--- config.mk ---
export PLATFORM = sky130hd
export DESIGN_NAME = reset_seq
export DESIGN_NICKNAME = d
export VERILOG_FILES = /design/src/rtl/reset_seq_pkg.sv /design/src/rtl/btn_debounce.sv /design/src/rtl/reset_seq.sv
export SDC_FILE = /design/constraint.sdc
export NUM_CORES = 1
export LEC_CHECK = 0
export CORE_MARGIN = 2
export CORE_UTILIZATION = 35
export CTS_BUF_LIST = sky130_fd_sc_hd__clkbuf_4
export DETAILED_ROUTE_END_ITERATION = 7
export DONT_BUFFER_PORTS = 1
export SYNTH_ARGS = -nofsm -noshare
export SYNTH_HDL_FRONTEND = slang
export SYNTH_SLANG_ARGS = --single-unit
--- constraint.sdc ---
create_clock -name clk -period 4.4 [get_ports clk]
set_input_delay 0.22 -clock clk [delete_from_list [all_inputs] [get_ports clk]]
set_output_delay 0.22 -clock clk [all_outputs]
set_load 0.02 [all_outputs]
--- src/rtl/reset_seq_pkg.sv ---
// reset_seq_pkg: shared state encoding, widths and helper function for the
// reset sequencer and its button debouncer.
package reset_seq_pkg;

  // Sequencer states; encoding is fixed so it can be probed on a debugger.
  typedef enum logic [1:0] {
    HOLD  = 2'd0,
    RUN   = 2'd1,
    PRESS = 2'd2
  } seq_state_e;

  // Width of the press counter output.
  localparam int unsigned PRESS_CNT_W = 8;

  // Bits needed to hold the values 0..v-1; never less than one bit so a
  // degenerate count of 1 still yields a legal vector.
  function automatic int clog2(input int unsigned v);
    int unsigned x;
    int          r;
    x = (v > 1) ? (v - 1) : 0;
    r = 0;
    while (x != 0) begin
      r = r + 1;
      x = x >> 1;
    end
    return (r < 1) ? 1 : r;
  endfunction

endpackage

--- src/rtl/btn_debounce.sv ---
// btn_debounce: synchronises the raw active-low button into clk and, when
// RESET_SEQ_DEBOUNCE_EN is defined, filters it through a stability counter.
// Without the macro the stable level is the synchroniser output directly.
module btn_debounce
  import reset_seq_pkg::*;
#(
  parameter int unsigned SYNC_STAGES = 2,
  parameter int unsigned DEB_CYCLES  = 240000
) (
  input  logic clk,
  input  logic reset,
  input  logic btn_n_i,
  output logic btn_pressed_o
);

  logic [SYNC_STAGES-1:0] sync_q;
  logic                   synced;
  logic                   stable;

  // Multi-flop synchroniser; resets to the released (high) level.
  always_ff @(posedge clk) begin
    if (reset) sync_q <= '1;
    else       sync_q <= {sync_q[SYNC_STAGES-2:0], btn_n_i};
  end

  assign synced = sync_q[SYNC_STAGES-1];

`ifdef RESET_SEQ_DEBOUNCE_EN
  localparam int unsigned DCW = clog2(DEB_CYCLES);
  localparam logic [DCW-1:0] DEB_LAST = DCW'(DEB_CYCLES - 1);

  logic           stable_q, stable_d;
  logic [DCW-1:0] deb_cnt_q, deb_cnt_d;

  // Count consecutive cycles of disagreement; flip on the last one.
  always_comb begin
    stable_d  = stable_q;
    deb_cnt_d = '0;
    if (synced != stable_q) begin
      if (deb_cnt_q == DEB_LAST) begin
        stable_d  = synced;
        deb_cnt_d = '0;
      end else begin
        deb_cnt_d = deb_cnt_q + 1'b1;
      end
    end
  end

  // Stable level and debounce counter registers.
  always_ff @(posedge clk) begin
    if (reset) begin
      stable_q  <= 1'b1;
      deb_cnt_q <= '0;
    end else begin
      stable_q  <= stable_d;
      deb_cnt_q <= deb_cnt_d;
    end
  end

  assign stable = stable_q;
`else
  // Filter not built: the depth parameter has no effect here.
  logic unused_deb_cycles;
  assign unused_deb_cycles = (DEB_CYCLES != 0);
  assign stable            = synced;
`endif

  assign btn_pressed_o = ~stable;

endmodule

--- src/rtl/reset_seq.sv ---
// reset_seq: board-level reset sequencer. Holds the downstream core in reset
// until the PLL has been locked for HOLD_CYCLES, and while the user button is
// held. Also reports a debounced button level, a press pulse and a press count.
// Optional feature: define RESET_SEQ_DEBOUNCE_EN to build the button filter.
module reset_seq
  import reset_seq_pkg::*;
#(
  parameter int unsigned SYNC_STAGES = 2,
  parameter int unsigned DEB_CYCLES  = 240000,
  parameter int unsigned HOLD_CYCLES = 1024
) (
  input  logic                   clk,
  input  logic                   reset,
  input  logic                   pll_locked,
  input  logic                   btn_n,
  output logic                   rst_out,
  output logic                   btn_pressed,
  output logic                   press_pulse,
  output logic [PRESS_CNT_W-1:0] press_cnt
);

  localparam int unsigned HCW = clog2(HOLD_CYCLES);
  localparam logic [HCW-1:0] HOLD_LAST = HCW'(HOLD_CYCLES - 1);

  seq_state_e             state_q, state_d;
  logic [HCW-1:0]         hold_cnt_q, hold_cnt_d;
  logic                   rst_out_q;
  logic                   pressed_w;
  logic                   pressed_dly_q;
  logic                   press_pulse_q, press_pulse_d;
  logic [PRESS_CNT_W-1:0] press_cnt_q, press_cnt_d;

  btn_debounce #(
    .SYNC_STAGES (SYNC_STAGES),
    .DEB_CYCLES  (DEB_CYCLES)
  ) u_btn (
    .clk           (clk),
    .reset         (reset),
    .btn_n_i       (btn_n),
    .btn_pressed_o (pressed_w)
  );

  // Next-state and hold counter: a press wins in HOLD and RUN; any exit to
  // HOLD restarts the full hold count.
  always_comb begin
    state_d    = state_q;
    hold_cnt_d = hold_cnt_q;
    case (state_q)
      HOLD: begin
        if (pressed_w) begin
          state_d    = PRESS;
          hold_cnt_d = '0;
        end else if (!pll_locked) begin
          hold_cnt_d = '0;
        end else if (hold_cnt_q == HOLD_LAST) begin
          state_d    = RUN;
          hold_cnt_d = '0;
        end else begin
          hold_cnt_d = hold_cnt_q + 1'b1;
        end
      end
      RUN: begin
        if (pressed_w) begin
          state_d    = PRESS;
          hold_cnt_d = '0;
        end else if (!pll_locked) begin
          state_d    = HOLD;
          hold_cnt_d = '0;
        end
      end
      PRESS: begin
        if (!pressed_w) begin
          state_d    = HOLD;
          hold_cnt_d = '0;
        end
      end
      default: begin
        state_d    = HOLD;
        hold_cnt_d = '0;
      end
    endcase
  end

  // Rising-edge detect on the debounced level feeds both pulse and counter,
  // so the count is visible in the same cycle as the pulse.
  always_comb begin
    press_pulse_d = pressed_w & ~pressed_dly_q;
    press_cnt_d   = press_cnt_q;
    if (press_pulse_d) press_cnt_d = press_cnt_q + 1'b1;
  end

  // Sequencer registers; rst_out is registered from the next state so it
  // changes on the same edge as the state register.
  always_ff @(posedge clk) begin
    if (reset) begin
      state_q    <= HOLD;
      hold_cnt_q <= '0;
      rst_out_q  <= 1'b1;
    end else begin
      state_q    <= state_d;
      hold_cnt_q <= hold_cnt_d;
      rst_out_q  <= (state_d != RUN);
    end
  end

  // Press edge detector and wrapping press counter.
  always_ff @(posedge clk) begin
    if (reset) begin
      pressed_dly_q <= 1'b0;
      press_pulse_q <= 1'b0;
      press_cnt_q   <= '0;
    end else begin
      pressed_dly_q <= pressed_w;
      press_pulse_q <= press_pulse_d;
      press_cnt_q   <= press_cnt_d;
    end
  end

  assign rst_out     = rst_out_q;
  assign btn_pressed = pressed_w;
  assign press_pulse = press_pulse_q;
  assign press_cnt   = press_cnt_q;

endmodule

==> impl_metrics.ini, run 1 <==
[outcome]
outcome = finished, final reports clean

[floorplanning]
core_um2 = 3000
start_util_pct = 36.2
core.rowCount = 20
die_w_um = 59.7
design.portCount = 15
floorplan.die_area_um2 = 3560
chipHeight_um = 59.7

[pwr]
ir_drop_mv = 0.164
static_leakage_nw = 0.402
powerDensity_nw_per_um2 = 311

[cells_and_area]
diodes = 0
layout.core_utilization_pct = 38.0
finish.net_count = 124
syn_to_final_growth_pct = 5.18
most-common-layout-cells = sky130_fd_sc_hd__dfxtp_1 (25), sky130_fd_sc_hd__nor2_1 (15), sky130_fd_sc_hd__nand2_1 (11), sky130_fd_sc_hd__xor2_1 (9), sky130_fd_sc_hd__nand4_1 (5)
commonest_non_fill_non_tap_cell_in_the_layout = sky130_fd_sc_hd__dfxtp_1
share_of_final_layout_standard_cells_stronger_than_drive_strength_1_pct = 11.1

[critical_path]
timing.critical_path.slowest_cell_delay_ns = 0.52
reg2reg_from = u_btn.sync_q[1]
crit_path_end = hold_cnt_q[9]
critical_path_arrival_ns = 1.86
startpoint = u_btn.sync_q[1]
required_time_at_the_worst_slack_endpoint_ns = 4.67
r2r_setup_slack_ns = 2.81
crit_path_max_fanout = 10
worstReg2RegEnd = hold_cnt_q[9]
timing.critical_path.to_type = register
reg2reg_depth = 4
critical_path_class = register to register
setup.worst_path.start_class = register
master_of_the_slowest_instance_on_the_critical_path = sky130_fd_sc_hd__dfxtp_1
critical_path.cell_chain = or3b_4, nand3b_1, or4_1, a21oi_2

[sta]
timing.hold.ws_ns = 0.164
setup-tns-final_ns = 0
finalClockSkew_ns = 0.00341
period_minus_slack_ns = 1.59
timing.final.hold_violations = 0
setup_viol_count_final = 0
worst_pin_slew_ns = 0.528
fmax_mhz = 630
rsz_0062_raised_after_global_routing = no
layout_worst_path_cycle_share_pct = 36.1
slew-limit-headroom_pct = 64.7
drv_slew = 0

[route]
drt_pass1_iterations = 4
route.final.wire_length_mm = 1.83
final_antenna_net_count = 0
wl_per_cell_um = 12.2
drc_markers = 0
num_vias = 788
detail_route.iter0.violations = 39
routed_via_density = 5.25

[logic_synthesis]
yosys_top_cell_area_share_pct = 46.1
synth_nets = 122
cell_types_with_the_largest_area_share_after_synthesis = sky130_fd_sc_hd__dfxtp_1 (46%), sky130_fd_sc_hd__xor2_1 (7.3%), sky130_fd_sc_hd__nor2_1 (5.2%), sky130_fd_sc_hd__nand2_1 (3.8%), sky130_fd_sc_hd__nand4_1 (2.9%)
post_synthesis_mean_instance_area_um2 = 9.36
synth_cell_type_count = 34
post-synth-top-area-cell = sky130_fd_sc_hd__dfxtp_1
yosys_warnings = 0
syn_area_um2 = 1090
sequential_share_of_the_synthesized_area_pct = 46.1
postSynthRegisterBits = 25
postSynthCellCount = 116

[clock_tree]
numCtsBuffers = 3
h-tree-depth = 1
clockRootBuffer = sky130_fd_sc_hd__clkbuf_4
post-cts-setup-buffers = 0
cts_sinks = 25
clock_transition_time_at_the_flip_flop_clock_pins_of_the_worst_setup_and_hold_paths_ns = 0.14
clock_tree_from_tritoncts = done
clock_path_buffers = 2
clkLatencyLatePin_ns = 0.32

[place]
finalWeightedCongestion = 0.742
dp_hpwl_mm = 1.38
port_buffers = 0

[global_route]
grt_max_degree = 17
grt_pass1_wl_mm = 3.10
first_global_vias = 728
global_route.usage.total_pct = 11.5
global_route.overflow_total = 0
number_of_antenna_violations_at_the_first_check_in_global_routing = 0

[run]
cap_viol_max_count = 0

[hold_path]
hold_class = primary input to register
-- metal layers --
metal | GRT usage [%] | vias to the layer above | wire length [um]
met5 | 0 | - | 0
met4 | 4.13 | 0 | 23
met3 | 4.33 | 5 | 104
met2 | 18.8 | 18 | 873
met1 | 13.8 | 358 | 827
li1 | - | 407 | -
-- sequential cells by signal, indices dropped and copies added (netlist names) --
register,count
press_pulse,1
state_q,2
press_cnt,8
pressed_dly_q,1
u_btn.sync_q,2
rst_out,1
hold_cnt_q,10
-- worst max-delay path, delay by kind of cell (launching register included) --
family	cells	cell delay, ns
DFF	1	0.52
AOI/OAI and AO/OA	1	0.15
and+or+nand+nor	3	0.86
-- worst min-delay path by stage --
stage / to / cells past startpoint / startpoint
floorplan: u_btn.sync_q[0] / 1 / btn_n
global placement: pressed_dly_q / 1 / reset
detailed placement: pressed_dly_q / 1 / reset
CTS: rst_out / 3 / pll_locked
global route: rst_out / 3 / pll_locked
finish: rst_out / 3 / pll_locked
-- cells by family after synthesis --
| group | Yosys count | synth area share [%] |
|---|---|---|
| AND/OR/NAND/NOR | 54 | 26.8 |
| XOR/XNOR | 11 | 8.87 |
| adder cells (fa/ha/maj) | 2 | 2.30 |
| AO/OA/AOI/OAI | 17 | 12.0 |
| flip-flops | 25 | 46.1 |
| buffers and inverters | 7 | 3.92 |
-- power breakdown --
part	total, mW	switching, mW	internal, mW
logic	0.0159	0.00863	0.00731
registers	0.234	0.00443	0.230
clock network	0.105	0.0701	0.0348
total	0.355	0.0832	0.272
-- layout make-up --
| class | instances | area (um2) |
|---|---|---|
| repair buffers | 2 | 20.0 |
| multi-input cells | 84 | 543 |
| clock inverters | 1 | 7.51 |
| fillers | 317 | 1860 |
| flip-flops and latches | 25 | 500 |
| clock buffers | 3 | 22.5 |
| well taps | 33 | 41.3 |
| inverters | 2 | 7.51 |
-- synthesized netlist by cell type --
| cell type | instances |
|---|---|
| sky130_fd_sc_hd__or3b_4 | 1 |
| sky130_fd_sc_hd__nand3_1 | 3 |
| sky130_fd_sc_hd__and4bb_2 | 1 |
| sky130_fd_sc_hd__o21a_1 | 1 |
| sky130_fd_sc_hd__a41oi_1 | 1 |
| sky130_fd_sc_hd__nand4_1 | 5 |
| sky130_fd_sc_hd__a21oi_2 | 3 |
| sky130_fd_sc_hd__and3_1 | 1 |
| sky130_fd_sc_hd__a31oi_1 | 1 |
| sky130_fd_sc_hd__clkbuf_2 | 1 |
| sky130_fd_sc_hd__or2_2 | 2 |
| sky130_fd_sc_hd__xnor2_1 | 2 |
| sky130_fd_sc_hd__a211oi_1 | 1 |
| sky130_fd_sc_hd__a21oi_1 | 4 |
| sky130_fd_sc_hd__or3_1 | 2 |
| sky130_fd_sc_hd__or4_1 | 1 |
| sky130_fd_sc_hd__nor3_1 | 4 |
| sky130_fd_sc_hd__and4_1 | 1 |
| sky130_fd_sc_hd__a2bb2oi_4 | 1 |
| sky130_fd_sc_hd__nand4bb_1 | 1 |
| sky130_fd_sc_hd__inv_1 | 2 |
| sky130_fd_sc_hd__clkbuf_1 | 2 |
| sky130_fd_sc_hd__ha_1 | 2 |
| sky130_fd_sc_hd__buf_6 | 2 |
| sky130_fd_sc_hd__o21ai_0 | 4 |
| sky130_fd_sc_hd__dfxtp_1 | 25 |
| sky130_fd_sc_hd__and2_1 | 2 |
| sky130_fd_sc_hd__nand2_1 | 11 |
| sky130_fd_sc_hd__xor2_1 | 9 |
| sky130_fd_sc_hd__nand3b_1 | 2 |
| sky130_fd_sc_hd__nand4b_1 | 1 |
| sky130_fd_sc_hd__and2_4 | 1 |
| sky130_fd_sc_hd__nor2_1 | 15 |
| sky130_fd_sc_hd__o31ai_1 | 1 |
-- what timing repair did --
item / CTS / global route
resized for setup: 0 / 0
hold buffers: 2 / 0
hold endpoints to repair: 16 / 0
-- through the flow --
| stage | power (mW) | instance area (um2) | instances | worst slack, ns |
|---|---|---|---|---|
| 4_1_cts | 0.362 | 1140 | 150 | 2.80 |
| 6_report | 0.355 | 1140 | 150 | 2.81 |
| 5_1_grt | 0.371 | 1140 | 150 | 2.67 |
| 3_3_place_gp | 0.252 | 1090 | 144 | 2.92 |
| 2_1_floorplan | 0.253 | 1090 | 116 | 2.92 |
| 3_5_place_dp | 0.252 | 1090 | 144 | 2.84 |
Power figures use the tool's default switching activity.
==> run 2, diff against run 1 <==
Clock period 4.4 ns to 1.4 ns, I/O delays scaled along.
==> run 2 against run 1 <==
Effect of this change:
- via count rose by 13%
- combinational power rose to 4.5 times the previous value
- cell count rose by 16%
- clock power rose to 3.1 times the previous value
- maximum frequency rose by 13%
- sequential share of layout area fell by 6.0 points
- flip-flop and latch count did not move
- setup slack got worse by 2.8 ns
- routed wire length rose by 23%
- clock skew rose by 0.0046 ns
- total power rose to 3.2 times the previous value
- critical path type unchanged
- critical endpoint unchanged
==> impl_metrics.ini, run 2 (synthesis gave the netlist of run 1 again) <==
[critical_path]
critPathTopFamily = simple AND/OR/NAND/NOR gates
crit_buf_inv = 0
critical_path.cell_chain = or3b_4, nand3b_1, or4_1, a21oi_2
critical_path_class = register to register
required_time_at_the_worst_slack_endpoint_ns = 1.66
master_of_the_slowest_instance_on_the_critical_path = sky130_fd_sc_hd__or4_1
timing.critical_path.to_type = register
timing.critical_path.slowest_cell_delay_ns = 0.47
crit_path_max_fanout = 4
critical_path_arrival_ns = 1.66
setup.worst_path.start_class = register

[route]
drt_pass1_iterations = 4
num_vias = 894
route.final.wire_length_mm = 2.25
detail_route.iter0.violations = 26
final_antenna_net_count = 0
wl_per_cell_um = 12.9
drc_markers = 0
routed_via_density = 5.14

[floorplanning]
floorplan.die_area_um2 = 3560
chipHeight_um = 59.7
core_um2 = 3000
start_util_pct = 36.2
die_w_um = 59.7
design.portCount = 15
core.rowCount = 20

[clock_tree]
clockRootBuffer = sky130_fd_sc_hd__clkbuf_4
clock_tree_from_tritoncts = done
h-tree-depth = 1
clkLatencyLatePin_ns = 0.32
numCtsBuffers = 3
cts_sinks = 25
clock_transition_time_at_the_flip_flop_clock_pins_of_the_worst_setup_and_hold_paths_ns = 0.13
clock_path_buffers = 2

[place]
placed_cell_area_um2 = 1240
dp.cells = 163
port_buffers = 0
finalWeightedCongestion = 0.856
dp_hpwl_mm = 1.64
place_worst_setup_slack_ns = -0.0341

[sta]
fmax_mhz = 715
timing.final.hold_violations = 0
rsz_0062_raised_after_global_routing = yes
drv_slew = 0
worst_pin_slew_ns = 0.567
timing.hold.ws_ns = 0.0542
period_minus_slack_ns = 1.40
setup-tns-final_ns = 0
layout_worst_path_cycle_share_pct = 99.9
layout_setup_ws_ns = 0.00166
slew-limit-headroom_pct = 62.1
setup_viol_count_final = 0
finalClockSkew_ns = 0.00798

[cells_and_area]
layout.cells.non_filler = 174
largest_reg_flops = 10
area_of_the_multi_input_gates_um2 = 571
most-common-layout-cells = sky130_fd_sc_hd__buf_4 (23), sky130_fd_sc_hd__nor2_1 (15), sky130_fd_sc_hd__dfxtp_1 (15), sky130_fd_sc_hd__nand2_1 (11), sky130_fd_sc_hd__xor2_1 (9)
syn_to_final_growth_pct = 26.2
diodes = 0
commonest_non_fill_non_tap_cell_in_the_layout = sky130_fd_sc_hd__buf_4
fillerInstances = 289
share_of_final_layout_standard_cells_stronger_than_drive_strength_1_pct = 35.5
finish.net_count = 148
seqCellArea_um2 = 518
register_bank_with_the_most_flops = hold_cnt_q
final_area_um2 = 1370

[global_route]
global_route.overflow_total = 0
grt_pass1_wl_mm = 3.68
number_of_antenna_violations_at_the_first_check_in_global_routing = 0
global_route.usage.total_pct = 13.9
grt_max_degree = 17
first_global_vias = 866

[pwr]
static_leakage_nw = 0.517
powerDensity_nw_per_um2 = 825
ir_drop_mv = 0.594

[outcome]
outcome = finished, final reports clean

[hold_path]
hold_class = primary input to register

[run]
cap_viol_max_count = 0
-- run 2: metrics by stage --
step                power (mW)  util [%]
floorplan                0.794         -
global placement         0.796      41.5
detailed placement       0.799      41.5
CTS                       1.15      44.2
global route              1.21      45.6
finish                    1.13      45.6
-- run 2: power by group --
group          total [mW]  internal [mW]  leakage, nW  switching [mW]
Clock               0.330          0.109       0.0139           0.221
Combinational      0.0709         0.0345        0.296          0.0364
Sequential          0.730          0.719        0.207          0.0104
Total                1.13          0.863        0.517           0.267
-- run 2: cell type report --
class                   count  share of cell area [%]
clock buffers               3                    1.64
clock inverters             1                   0.548
inverters                   2                   0.548
multi-input cells          84                    41.6
flip-flops and latches     25                    37.8
well taps                  33                    3.01
repair buffers             26                    14.8
-- run 2: path summary, 6_finish.rpt --
| path | startpoint | end | slack [ns] | depth (start not counted) |
|---|---|---|---|---|
| worst min register to register | u_btn.sync_q[0] | u_btn.sync_q[1] | 0.42 | 1 |
| worst min-delay path | reset | hold_cnt_q[3] | 0.05 | 2 |
| worst max register to register | state_q[1] | hold_cnt_q[9] | 0.002 | 4 |
| worst max-delay path | state_q[1] | hold_cnt_q[9] | 0.002 | 4 |
-- run 2: metal layers --
metal | share of wire [%] | up-vias | track usage (%)
met5 | 0 | - | 0
met4 | 0.44 | 0 | 3.81
met3 | 4.4 | 2 | 4.33
met2 | 51 | 21 | 26.4
met1 | 44 | 417 | 14.3
li1 | - | 454 | -
-- run 2: repair_timing --
action	4_1_cts	5_1_grt
resized for setup	5	10
setup buffers	2	2
endpoints found under the setup margin	8	10
hold endpoints to repair	17	0
hold buffers	3	0
pin swaps	5	7
gates cloned	0	0
-- run 2: worst reg2reg max path, stage by stage (launching register included) --
cell and delay (ns):
sky130_fd_sc_hd__dfxtp_1 0.35, sky130_fd_sc_hd__or3b_4 0.24, sky130_fd_sc_hd__nand3b_1 0.13, sky130_fd_sc_hd__or4_1 0.47, sky130_fd_sc_hd__a21oi_2 0.15
